## config.mk

```make
export PLATFORM = sky130hd
export DESIGN_NAME = regfile_write_queue
export DESIGN_NICKNAME = d
export VERILOG_FILES = /design/src/rtl/regfile_write_queue.sv
export SDC_FILE = /design/constraint.sdc
export NUM_CORES = 1
export LEC_CHECK = 0
export BUFFER_PORTS_ARGS = -buffer_cell sky130_fd_sc_hd__buf_2
export CAP_MARGIN = 20
export CORE_AREA = 2 2 247 249
export DETAILED_ROUTE_END_ITERATION = 8
export DIE_AREA = 0 0 249 251
export GPL_ROUTABILITY_DRIVEN = 0
export SLEW_MARGIN = 20
export SYNTH_ARGS = -nofsm -noshare
export SYNTH_HDL_FRONTEND = slang
export SYNTH_SLANG_ARGS = --single-unit
```

## constraint.sdc

```tcl
create_clock -name clock -period 4.46 [get_ports clock]
set_clock_uncertainty 0.15 [all_clocks]
set_input_delay 0 -clock clock [delete_from_list [all_inputs] [get_ports clock]]
set_output_delay 0 -clock clock [all_outputs]
set_load 0.005 [all_outputs]
```

## src/rtl/regfile_write_queue.sv

```systemverilog
// Write-side queue for the 32x32 register file: orders ALU/load writebacks, retires one
// write per cycle, and forwards the youngest pending value to the read ports.
module regfile_write_queue #(
  parameter int DEPTH  = 4,
  parameter int DATA_W = 32,
  parameter int ADDR_W = 5
) (
  input  logic                     clock,
  input  logic                     reset,
  input  logic                     alu_valid,
  input  logic [ADDR_W-1:0]        alu_rd,
  input  logic [DATA_W-1:0]        alu_data,
  input  logic                     mem_valid,
  input  logic [ADDR_W-1:0]        mem_rd,
  input  logic [DATA_W-1:0]        mem_data,
  output logic                     in_ready,
  input  logic [ADDR_W-1:0]        RN1,
  input  logic [ADDR_W-1:0]        RN2,
  output logic                     fwd1_hit,
  output logic                     fwd2_hit,
  output logic [DATA_W-1:0]        fwd1_data,
  output logic [DATA_W-1:0]        fwd2_data,
  output logic [ADDR_W-1:0]        WN,
  output logic [DATA_W-1:0]        WD,
  output logic                     RegWrite,
  output logic [$clog2(DEPTH):0]   count,
  output logic                     empty,
  output logic                     overflow
);

  localparam int PTR_W = $clog2(DEPTH);
  localparam int CNT_W = PTR_W + 1;

  logic [ADDR_W-1:0] r_rd   [DEPTH];
  logic [DATA_W-1:0] r_data [DEPTH];
  logic [PTR_W-1:0]  r_wptr;
  logic [PTR_W-1:0]  r_rptr;
  logic [CNT_W-1:0]  r_count;
  logic              r_wr;
  logic [ADDR_W-1:0] r_wn;
  logic [DATA_W-1:0] r_wd;
  logic              r_ovf;

  logic              w_mem_acc;
  logic              w_alu_acc;
  logic              w_mem_drop;
  logic              w_alu_drop;
  logic              w_pop;
  logic [PTR_W-1:0]  w_alu_ptr;
  logic [CNT_W-1:0]  w_push_n;

  // Ready depends only on the current count, so two slots are always free when asserted.
  assign in_ready   = (r_count <= CNT_W'(DEPTH - 2));
  assign w_mem_acc  = mem_valid && (mem_rd != '0) && in_ready;
  assign w_alu_acc  = alu_valid && (alu_rd != '0) && in_ready;
  assign w_mem_drop = mem_valid && (mem_rd != '0) && !in_ready;
  assign w_alu_drop = alu_valid && (alu_rd != '0) && !in_ready;
  assign w_pop      = (r_count != '0);
  assign w_alu_ptr  = w_mem_acc ? (r_wptr + PTR_W'(1)) : r_wptr;
  assign w_push_n   = CNT_W'(w_mem_acc) + CNT_W'(w_alu_acc);

  always_ff @(posedge clock) begin
    if (w_mem_acc) begin
      r_rd[r_wptr]   <= mem_rd;
      r_data[r_wptr] <= mem_data;
    end
    if (w_alu_acc) begin
      r_rd[w_alu_ptr]   <= alu_rd;
      r_data[w_alu_ptr] <= alu_data;
    end
  end

  always_ff @(posedge clock or negedge reset) begin
    if (!reset) begin
      r_wptr  <= '0;
      r_rptr  <= '0;
      r_count <= '0;
      r_wr    <= 1'b0;
      r_wn    <= '0;
      r_wd    <= '0;
      r_ovf   <= 1'b0;
    end else begin
      r_wptr  <= r_wptr + PTR_W'(w_push_n);
      r_rptr  <= r_rptr + PTR_W'(w_pop);
      r_count <= r_count + w_push_n - CNT_W'(w_pop);
      if (w_pop) begin
        r_wn <= r_rd[r_rptr];
        r_wd <= r_data[r_rptr];
        r_wr <= 1'b1;
      end else begin
        r_wr <= 1'b0;
      end
      if (w_mem_drop || w_alu_drop) r_ovf <= 1'b1;
    end
  end

  // Output stage is the oldest candidate; scanning queue oldest-to-youngest lets the youngest win.
  always_comb begin
    fwd1_hit  = 1'b0;
    fwd1_data = '0;
    fwd2_hit  = 1'b0;
    fwd2_data = '0;
    if (r_wr && (RN1 != '0) && (r_wn == RN1)) begin
      fwd1_hit  = 1'b1;
      fwd1_data = r_wd;
    end
    if (r_wr && (RN2 != '0) && (r_wn == RN2)) begin
      fwd2_hit  = 1'b1;
      fwd2_data = r_wd;
    end
    for (int i = 0; i < DEPTH; i++) begin
      if (CNT_W'(i) < r_count) begin
        if ((RN1 != '0) && (r_rd[r_rptr + PTR_W'(i)] == RN1)) begin
          fwd1_hit  = 1'b1;
          fwd1_data = r_data[r_rptr + PTR_W'(i)];
        end
        if ((RN2 != '0) && (r_rd[r_rptr + PTR_W'(i)] == RN2)) begin
          fwd2_hit  = 1'b1;
          fwd2_data = r_data[r_rptr + PTR_W'(i)];
        end
      end
    end
  end

  assign WN       = r_wn;
  assign WD       = r_wd;
  assign RegWrite = r_wr;
  assign count    = r_count;
  assign empty    = (r_count == '0) && !r_wr;
  assign overflow = r_ovf;

endmodule

```

==> results of run 1 <==
## area by class of cell
class                      count  area, µm²
fill                        5953      41400
multi-input combinational    928       8700
sequential                   194       5600
timing repair buffer         345       2410
tap                          782        978
clock buffer                  17        425
clock inverter                15        209
inverter                      12       45.0
antenna                       15       37.5
## power by group through the flow
stage | sequential (mW) | clock [mW] | combinational, mW
6_report | 3.28 | 1.64 | 6.84
5_1_grt | 3.35 | 1.74 | 7.37
4_1_cts | 3.25 | 1.67 | 6.77
3_5_place_dp | 3.29 | 0 | 6.62
3_3_place_gp | 3.24 | 0 | 6.51
2_1_floorplan | 3.02 | 0 | 4.75
## through the flow
stage                     area, µm²  instances  setup slack [ns]  hold slack [ns]
after global routing          18400       2306             0.283           0.0745
final                         18400       2308             0.489           0.0133
after detailed placement      16600       2146              1.04          -0.0203
after CTS                     18400       2293             0.522           0.0314
after floorplan               14900       1263              1.29           -0.446
after global placement        16600       2146              1.06          -0.0173
## path summary, 6_finish.rpt
| check | start | to | slack (ns) | depth (start not counted) |
|---|---|---|---|---|
| setup reg to reg | count[2]$_DFF_PN0_ | r_data[0][26]$_DFFE_PP_ | 0.55 | 7 |
| hold / removal | reset | WD[10]$_DFFE_PN0N_ | 0.01 | 3 |
| min in group clock | mem_data[13] | r_data[2][13]$_DFFE_PP_ | 0.27 | 3 |
| hold reg to reg | overflow$_DFFE_PN0P_ | overflow$_DFFE_PN0P_ | 0.32 | 1 |
| setup / recovery | r_rptr[1]$_DFF_PN0_ | fwd1_data[15] | 0.49 | 9 |
| max in group asynchronous | reset | r_rptr[1]$_DFF_PN0_ | 3.59 | 3 |
## registers in the layout, indices dropped and copies added, names as in the netlist
register,count
WD,32
count,3
r_wptr,2
WN,5
r_rd,20
overflow,1
r_rptr,2
r_data,128
RegWrite,1
## worst min-delay path, stage by stage
cell and delay [ns]:
sky130_fd_sc_hd__dlygate4sd3_1 0.52, sky130_fd_sc_hd__buf_2 0.09, sky130_fd_sc_hd__buf_4 0.49
## repair_timing
action | in CTS | in global routing
hold buffers | 115 | 0
endpoints found under the setup margin | 0 | 0
hold endpoints to repair | 195 | 0
## cells in the final DEF, fill, tap and decap left out, types with 9 or more instances in the layout
cell | Yosys | layout
sky130_fd_sc_hd__edfxtp_1 | 148 | 148
sky130_fd_sc_hd__mux2_2 | 164 | 164
sky130_fd_sc_hd__nor2_1 | 59 | 56
sky130_fd_sc_hd__ha_1 | 10 | 10
sky130_fd_sc_hd__a22oi_1 | 56 | 55
sky130_fd_sc_hd__a21oi_1 | 39 | 38
sky130_fd_sc_hd__dlygate4sd3_1 | 0 | 115
sky130_fd_sc_hd__xnor2_1 | 37 | 37
sky130_fd_sc_hd__clkbuf_16 | 0 | 17
sky130_fd_sc_hd__nand2_1 | 117 | 117
sky130_fd_sc_hd__a221o_1 | 33 | 33
sky130_fd_sc_hd__xor2_1 | 24 | 24
sky130_fd_sc_hd__buf_4 | 7 | 31
sky130_fd_sc_hd__and2_1 | 14 | 13
sky130_fd_sc_hd__buf_2 | 54 | 197
sky130_fd_sc_hd__nor4_1 | 9 | 9
sky130_fd_sc_hd__nor3_1 | 41 | 40
sky130_fd_sc_hd__inv_1 | 11 | 11
sky130_fd_sc_hd__dfrtp_1 | 46 | 44
sky130_fd_sc_hd__mux4_2 | 97 | 97
sky130_fd_sc_hd__diode_2 | 0 | 15
sky130_fd_sc_hd__a2111oi_2 | 20 | 20
sky130_fd_sc_hd__a211oi_1 | 25 | 24
sky130_fd_sc_hd__mux2i_1 | 43 | 43
sky130_fd_sc_hd__a221oi_1 | 23 | 23
sky130_fd_sc_hd__o31ai_1 | 31 | 31
sky130_fd_sc_hd__o21ai_0 | 22 | 20
## logic make-up after synthesis
kind of cell,synth area share [%]
mux,30.2
compound gates,14.9
simple gates,8.32
flops,37.6
buf+inv,4.39
xor+xnor,3.59
fa+ha+maj,0.976
## metal layers
metal  track usage, %  routed length (µm)  vias to the layer above
li1                 -                   -                     5509
met1             23.8               23600                     6145
met2             22.8               21200                      603
met3             3.76                4270                      117
met4             6.41                1910                       22
met5                0                 138                        -
==> summary.log, run 1 <==
qor: clock_network.numCtsBuffers 17
qor: die.die-height 251 µm
qor: final_layout.final_core_utilization 30.8%
qor: timing.setup-violations-final 0
qor: die.design.core.area 0.0598 mm²
qor: final_layout.drive_gt1_share 37.5%
qor: power_and_ir_drop.fin_total_pwr 11.8 mW
qor: power_and_ir_drop.seq_power_share 27.9%
qor: placement.placement.io_buffers 197
qor: yosys.synthesis.instances 1,263
qor: power_and_ir_drop.p_sw_share 44.8%
qor: worst_hold_path.hold_wc_path_type in2async
qor: detailed_routing.violation_count_after_the_first_detailed_route_iteration 1,478
qor: clock_network.cts_setup_buffers 0
qor: setup_path.timing.critical_path.arrival 3.82 ns
qor: setup_path.worst-endpoint-required 4.31 ns
qor: power_and_ir_drop.internal_power 6.50 mW
qor: setup_path.timing.critical_path.mode_cell sky130_fd_sc_hd__mux2i_1
qor: clock_network.depth_of_the_cts_h_tree 4
qor: clock_network.cts.root.buffer_cell sky130_fd_sc_hd__clkbuf_16
qor: detailed_routing.wirelength 51,200 µm
qor: power_and_ir_drop.clockPowerShare 14.0%
qor: die.boundaryPins 198
qor: clock_network.cts_sinks 194
qor: detailed_routing.drt_first_pass_iters 6
qor: yosys.synth-seq-area-share 37.6%
qor: timing.clock.fmax 0.252 GHz
qor: timing.tightestPinTransition 0.900 ns
qor: final_layout.design.final.nets 1,597
qor: yosys.yosysTopAreaCellShare 29.9%
qor: yosys.ys_types 58
qor: yosys.post_synthesis_sequential_element_count 194
qor: setup_path.critPathMaxStageDelay 0.71 ns
qor: global_route.grt_pass1_wl 78,300 µm
qor: setup_path.crit_path_max_fanout 33
qor: global_route.number_of_antenna_violations_at_the_first_check_in_global_routing 26
qor: global_route.global_route_usage_over_all_layers 16.2%
qor: timing.period_share 89.0%
qor: setup_path.worst_setup_path_end_kind primary output
qor: die.floorplan.die.width 249 µm
qor: clock_network.clock_latency_of_the_later_clocked_register_in_the_worst_skew_pair 0.46 ns
qor: run.max_cap_violations 0
qor: yosys.synth_area_leaders sky130_fd_sc_hd__edfxtp_1 (30%), sky130_fd_sc_hd__mux4_2 (15%), sky130_fd_sc_hd__mux2_2 (12%)
qor: timing.finalHoldViolations 0
qor: timing.final.min_clock_period 3.97 ns
qor: die.fp.dieArea 0.0625 mm²
qor: power_and_ir_drop.power.static_leakage 6.62 nW
qor: power_and_ir_drop.power.share.combinational 58.2%
qor: power_and_ir_drop.power_density 639 mW/mm²
qor: setup_path.slowest_stage_cell_cp sky130_fd_sc_hd__dfrtp_4
qor: setup_path.crit_type reg2out
qor: yosys.synth.cell_area 0.0149 mm²
qor: yosys.avgSynthCellArea 11.8 µm²
qor: timing.grt_setup_unrepaired false
qor: yosys.synth_top_cells_by_count sky130_fd_sc_hd__mux2_2 (164), sky130_fd_sc_hd__edfxtp_1 (148), sky130_fd_sc_hd__nand2_1 (117), sky130_fd_sc_hd__mux4_2 (97), sky130_fd_sc_hd__nor2_1 (59)
qor: power_and_ir_drop.peakVddDrop 346 µV
qor: detailed_routing.route.detailed.vias_per_inst 5.37
qor: yosys.synthesis.nets 1,362
qor: global_route.globalRoute.totalOverflow 0
qor: die.core.rowCount 90
qor: yosys.ys_async_sr_fraction 23.7%
qor: run_status.outcome finished, final reports clean
qor: die.initial_util 24.9%
qor: detailed_routing.avgRoutedWirePerCell 22.2 µm
qor: clock_network.cts_buffer_depth 2
qor: setup_path.crit_path_start_kind flop
qor: yosys.synthFlopType sky130_fd_sc_hd__edfxtp_1
qor: detailed_routing.antenna_violating_nets_post_route 0
qor: yosys.synth_edf_count 148
qor: timing.fin_tns_setup 0 ns
qor: detailed_routing.drc 0
qor: setup_path.timing.critical_path.max_delay_family multiplexers
qor: yosys.cell_type_with_the_largest_total_area_after_synthesis sky130_fd_sc_hd__edfxtp_1
qor: clock_network.cts_repair_resize_count 0
qor: clock_network.clock_edge_transition_at_the_registers_on_the_reported_setup_and_hold_paths 0.08 ns
qor: yosys.synthMostInstantiatedCell sky130_fd_sc_hd__mux2_2
qor: setup_path.path_buf_inv 2
qor: global_route.pin_count_of_the_biggest_net_entering_global_routing 146
qor: setup_path.crit_chain mux2i_1 -> xnor2_1 -> or4_1 -> mux2i_1 -> and2_1 -> buf_4 -> a22oi_1 -> o31ai_1 -> buf_2
qor: timing.max-slew-margin-rel 40.0%
qor: yosys.yosys_warnings 0
qor: clock_network.tritoncts built
qor: global_route.number_of_global_route_vias_before_repair 12,000
qor: final_layout.area.growth.synth_to_final 23.8%
qor: detailed_routing.routed-via-count 12,400
qor: timing.final-max-slew-violation-count 0
qor: power_and_ir_drop.p_sw 5.26 mW
qor: placement.place_hpwl 37,800 µm
(Power assumes the default switching activity.)
==> run 2: changes to the inputs <==
--- a/config.mk
+++ b/config.mk
@@ -7,9 +7,9 @@
 export LEC_CHECK = 0
 export BUFFER_PORTS_ARGS = -buffer_cell sky130_fd_sc_hd__buf_2
 export CAP_MARGIN = 20
-export CORE_AREA = 2 2 247 249
+export CORE_AREA = 2 2 226 273
 export DETAILED_ROUTE_END_ITERATION = 8
-export DIE_AREA = 0 0 249 251
+export DIE_AREA = 0 0 228 275
 export GPL_ROUTABILITY_DRIVEN = 0
 export SLEW_MARGIN = 20
 export SYNTH_ARGS = -nofsm -noshare
==> constraint.sdc (replaced) <==
create_clock -name clock -period 3.65 [get_ports clock]
set_clock_uncertainty 0.15 [all_clocks]
set_input_delay 0 -clock clock [delete_from_list [all_inputs] [get_ports clock]]
set_output_delay 0 -clock clock [all_outputs]
set_load 0.005 [all_outputs]
==> run 2 against run 1 <==
  * Die area grew 0.32%
  * Largest power group unchanged
  * Combinational power grew 31%
  * Highest routed layer unchanged
  * First-iteration DRC count grew 0.74%
  * Sequential cell count is the same
  * Sequential share of layout area shrank 0.78 points
  * Routed wire length grew 3.1%
  * Critical path depth is the same
==> summary.log, run 2 (same netlist as run 1, synthesis figures left out) <==
qor: power_and_ir_drop.power_density 782 mW/mm² [+22%]
qor: timing.max-slew-margin-rel 44.4% [+4.4 points]
qor: worst_hold_path.timing.hold.worst_path_depth 3
qor: power_and_ir_drop.power.share.combinational 60.9% [+2.7 points]
qor: clock_network.cts_sinks 194 [unchanged]
qor: timing.period_share 97.6%
qor: die.floorplan.die.width 228 µm [-8.4%]
qor: die.die-height 275 µm [+9.6%]
qor: global_route.globalRoute.totalOverflow 0 [unchanged]
qor: clock_network.cts_buffer_depth 2 [unchanged]
qor: final_layout.area.growth.synth_to_final 27.1%
qor: timing.finalHoldViolations 0 [unchanged]
qor: final_layout.num-fill-cells 6,053 [+1.7%]
qor: setup_path.r2r_setup_slack 0.17 ns [-0.38 ns]
qor: clock_network.numCtsBuffers 17 [unchanged]
qor: detailed_routing.routed-via-count 12,500 [+1.2%]
qor: power_and_ir_drop.p_sw 6.60 mW [+25%]
qor: setup_path.critical_path.reg2reg.endpoint r_data[0][19]$_DFFE_PP_
qor: timing.final-max-slew-violation-count 0 [unchanged]
qor: global_route.global_route_usage_over_all_layers 16.4% [+0.16 points]
qor: timing.fin_tns_setup 0 ns [unchanged]
qor: final_layout.drive_gt1_share 39.3% [+1.8 points]
qor: run_status.outcome finished, final reports clean
qor: setup_path.crit_path_max_fanout 28 [-15%]
qor: clock_network.cts.root.buffer_cell sky130_fd_sc_hd__clkbuf_16
qor: die.boundaryPins 198 [unchanged]
qor: placement.dp_slack 0.252 ns [-0.788 ns]
qor: timing.setup-violations-final 0 [unchanged]
qor: global_route.number_of_global_route_vias_before_repair 12,200 [+2.2%]
qor: run.max_cap_violations 0 [unchanged]
qor: power_and_ir_drop.seq_power_share 26.6% [-1.3 points]
qor: setup_path.worst-endpoint-required 3.50 ns [-0.81 ns]
qor: power_and_ir_drop.peakVddDrop 449 µV [+30%]
qor: setup_path.timing.critical_path.arrival 3.41 ns [-0.41 ns]
qor: clock_network.clock_edge_transition_at_the_registers_on_the_reported_setup_and_hold_paths 0.08 ns [about the same]
qor: final_layout.most_flop_heavy_register r_data
qor: die.initial_util 24.7% [-0.17 points]
qor: die.core.rowCount 99 [+10%]
qor: placement.place_hpwl 37,800 µm [+0.13%]
qor: final_layout.mostFrequentLayoutCells sky130_fd_sc_hd__buf_2 (197), sky130_fd_sc_hd__mux2_2 (164), sky130_fd_sc_hd__edfxtp_1 (148)
qor: clock_network.clock_latency_of_the_later_clocked_register_in_the_worst_skew_pair 0.46 ns [about the same]
qor: timing.setup_slack 0.0860 ns [-0.403 ns]
qor: setup_path.r2r-start count[1]$_DFF_PN0_
qor: detailed_routing.route.detailed.vias_per_inst 5.34 [-0.50%]
qor: setup_path.worst_setup_path_end_kind primary output
qor: clock_network.tritoncts built
qor: timing.tightestPinTransition 0.833 ns [-0.0665 ns]
qor: detailed_routing.drc 0 [unchanged]
qor: die.design.core.area 0.0602 mm² [+0.68%]
qor: global_route.number_of_antenna_violations_at_the_first_check_in_global_routing 24 [-7.7%]
qor: worst_hold_path.hold_wc_startpoint mem_data[14]
qor: detailed_routing.drt_first_pass_iters 6 [unchanged]
qor: global_route.pin_count_of_the_biggest_net_entering_global_routing 130 [-11%]
qor: detailed_routing.antenna_violating_nets_post_route 0 [unchanged]
qor: final_layout.design.final.nets 1,615 [+1.1%]
qor: timing.clock.fmax 0.281 GHz
qor: die.fp.dieArea 0.0627 mm² [+0.32%]
qor: detailed_routing.wirelength 52,800 µm [+3.1%]
qor: detailed_routing.violation_count_after_the_first_detailed_route_iteration 1,489 [+0.74%]
qor: setup_path.crit_path_start_kind flop
qor: final_layout.largest_reg_flops 128 [unchanged]
qor: final_layout.register_area 0.00560 mm² [unchanged]
qor: clock_network.depth_of_the_cts_h_tree 4 [unchanged]
qor: placement.placement.io_buffers 197 [unchanged]
qor: detailed_routing.avgRoutedWirePerCell 22.5 µm [+1.4%]
qor: timing.grt_setup_unrepaired true
qor: power_and_ir_drop.p_sw_share 44.7% [-0.071 points]
qor: global_route.grt_pass1_wl 78,800 µm [+0.66%]
qor: setup_path.reg2regPathDepth 7 [unchanged]
qor: power_and_ir_drop.power.static_leakage 6.80 nW [+2.8%]
qor: final_layout.most_common_cell_after_layout_fill_and_taps_aside sky130_fd_sc_hd__buf_2
qor: timing.final.min_clock_period 3.56 ns
qor: setup_path.crit_type reg2out
qor: worst_hold_path.hold_wc_path_type in2reg
qor: power_and_ir_drop.clockPowerShare 12.5% [-1.5 points]
qor: worst_hold_path.hold_end r_data[0][14]$_DFFE_PP_
qor: final_layout.multi_input_area 0.00879 mm² [+0.98%]
qor: power_and_ir_drop.internal_power 8.17 mW [+26%]
-- run 2: cell types whose count changed in the layout (fill, tap and decap cells not counted), sizes merged --
cell | before | now
diode | 15 | 10
clkinvlp | 1 | 0
dlygate4sd3 | 115 | 116
buf | 230 | 246
inv | 18 | 20
bufinv | 1 | 0
bufbuf | 0 | 1
-- run 2: worst max-delay path by stage --
| stage | start | to | slack [ns] | depth (start not counted) |
|---|---|---|---|---|
| floorplan | count[2]$_DFF_PN0_ | r_data[1][0]$_DFFE_PP_ | 0.48 | 9 |
| global placement | r_rptr[1]$_DFF_PN0_ | fwd2_data[22] | 0.34 | 7 |
| detailed placement | r_rptr[1]$_DFF_PN0_ | fwd2_data[22] | 0.25 | 7 |
| CTS | r_rptr[0]$_DFF_PN0_ | fwd1_data[3] | -0.03 | 9 |
| global route | r_rptr[1]$_DFF_PN0_ | fwd2_data[10] | -0.02 | 11 |
| finish | r_rptr[0]$_DFF_PN0_ | fwd2_data[3] | 0.09 | 9 |
-- run 2: through the flow --
| step | hold WS, ns | instances | area, µm² | utilization [%] | power (mW) |
|---|---|---|---|---|---|
| 6_report | 0.277 | 2347 | 18900 | 31.4 | 14.8 |
| 2_1_floorplan | -0.446 | 1263 | 14900 | - | 9.50 |
| 3_5_place_dp | -0.110 | 2177 | 16900 | 28.0 | 12.4 |
| 5_1_grt | 0.270 | 2345 | 18900 | 31.4 | 15.6 |
| 3_3_place_gp | -0.131 | 2177 | 16900 | 28.0 | 12.2 |
| 4_1_cts | 0.259 | 2331 | 18700 | 31.1 | 14.6 |
-- run 2: what timing repair did --
item	CTS	global route
setup endpoints to repair	38	69
hold buffers	117	0
hold endpoints to repair	195	0
resized for setup	6	23
pin swaps	0	1
setup buffers	4	6
gates cloned	1	0
-- run 2: area by class of cell --
| type | instances | area share [%] |
|---|---|---|
| Clock buffer | 17 | 2.25 |
| Multi-Input combinational cell | 928 | 46.5 |
| Timing Repair Buffer | 363 | 15.1 |
| Antenna cell | 10 | 0.132 |
| Inverter | 12 | 0.245 |
| Clock inverter | 15 | 0.748 |
| Sequential cell | 194 | 29.7 |
| Tap cell | 808 | 5.35 |
-- run 2: routing by layer --
layer / GRT usage [%] / share of wire (%) / vias up
li1: - / - / 5536
met1: 22.2 / 44 / 6235
met2: 25.6 / 45 / 631
met3: 3.96 / 7.8 / 115
met4: 5.61 / 2.9 / 26
met5: 0 / 0.32 / -
-- run 2: power by group through the flow --
stage / Clock [mW] / Sequential, mW / Combinational (mW)
2_1_floorplan: 0 / 3.69 / 5.81
3_3_place_gp: 0 / 3.95 / 8.25
3_5_place_dp: 0 / 4.00 / 8.36
4_1_cts: 1.89 / 3.93 / 8.77
5_1_grt: 1.97 / 4.02 / 9.62
6_report: 1.85 / 3.93 / 8.99
-- run 2: worst max-delay path: stages, from the launching register on --
cell	delay, ns
sky130_fd_sc_hd__dfrtp_4	0.55
sky130_fd_sc_hd__mux4_2	0.59
sky130_fd_sc_hd__and2_1	0.19
sky130_fd_sc_hd__o211ai_2	0.22
sky130_fd_sc_hd__o21ba_4	0.24
sky130_fd_sc_hd__buf_12	0.19
sky130_fd_sc_hd__a2bb2oi_1	0.09
sky130_fd_sc_hd__a2111oi_1	0.49
sky130_fd_sc_hd__a221o_1	0.25
sky130_fd_sc_hd__buf_2	0.14
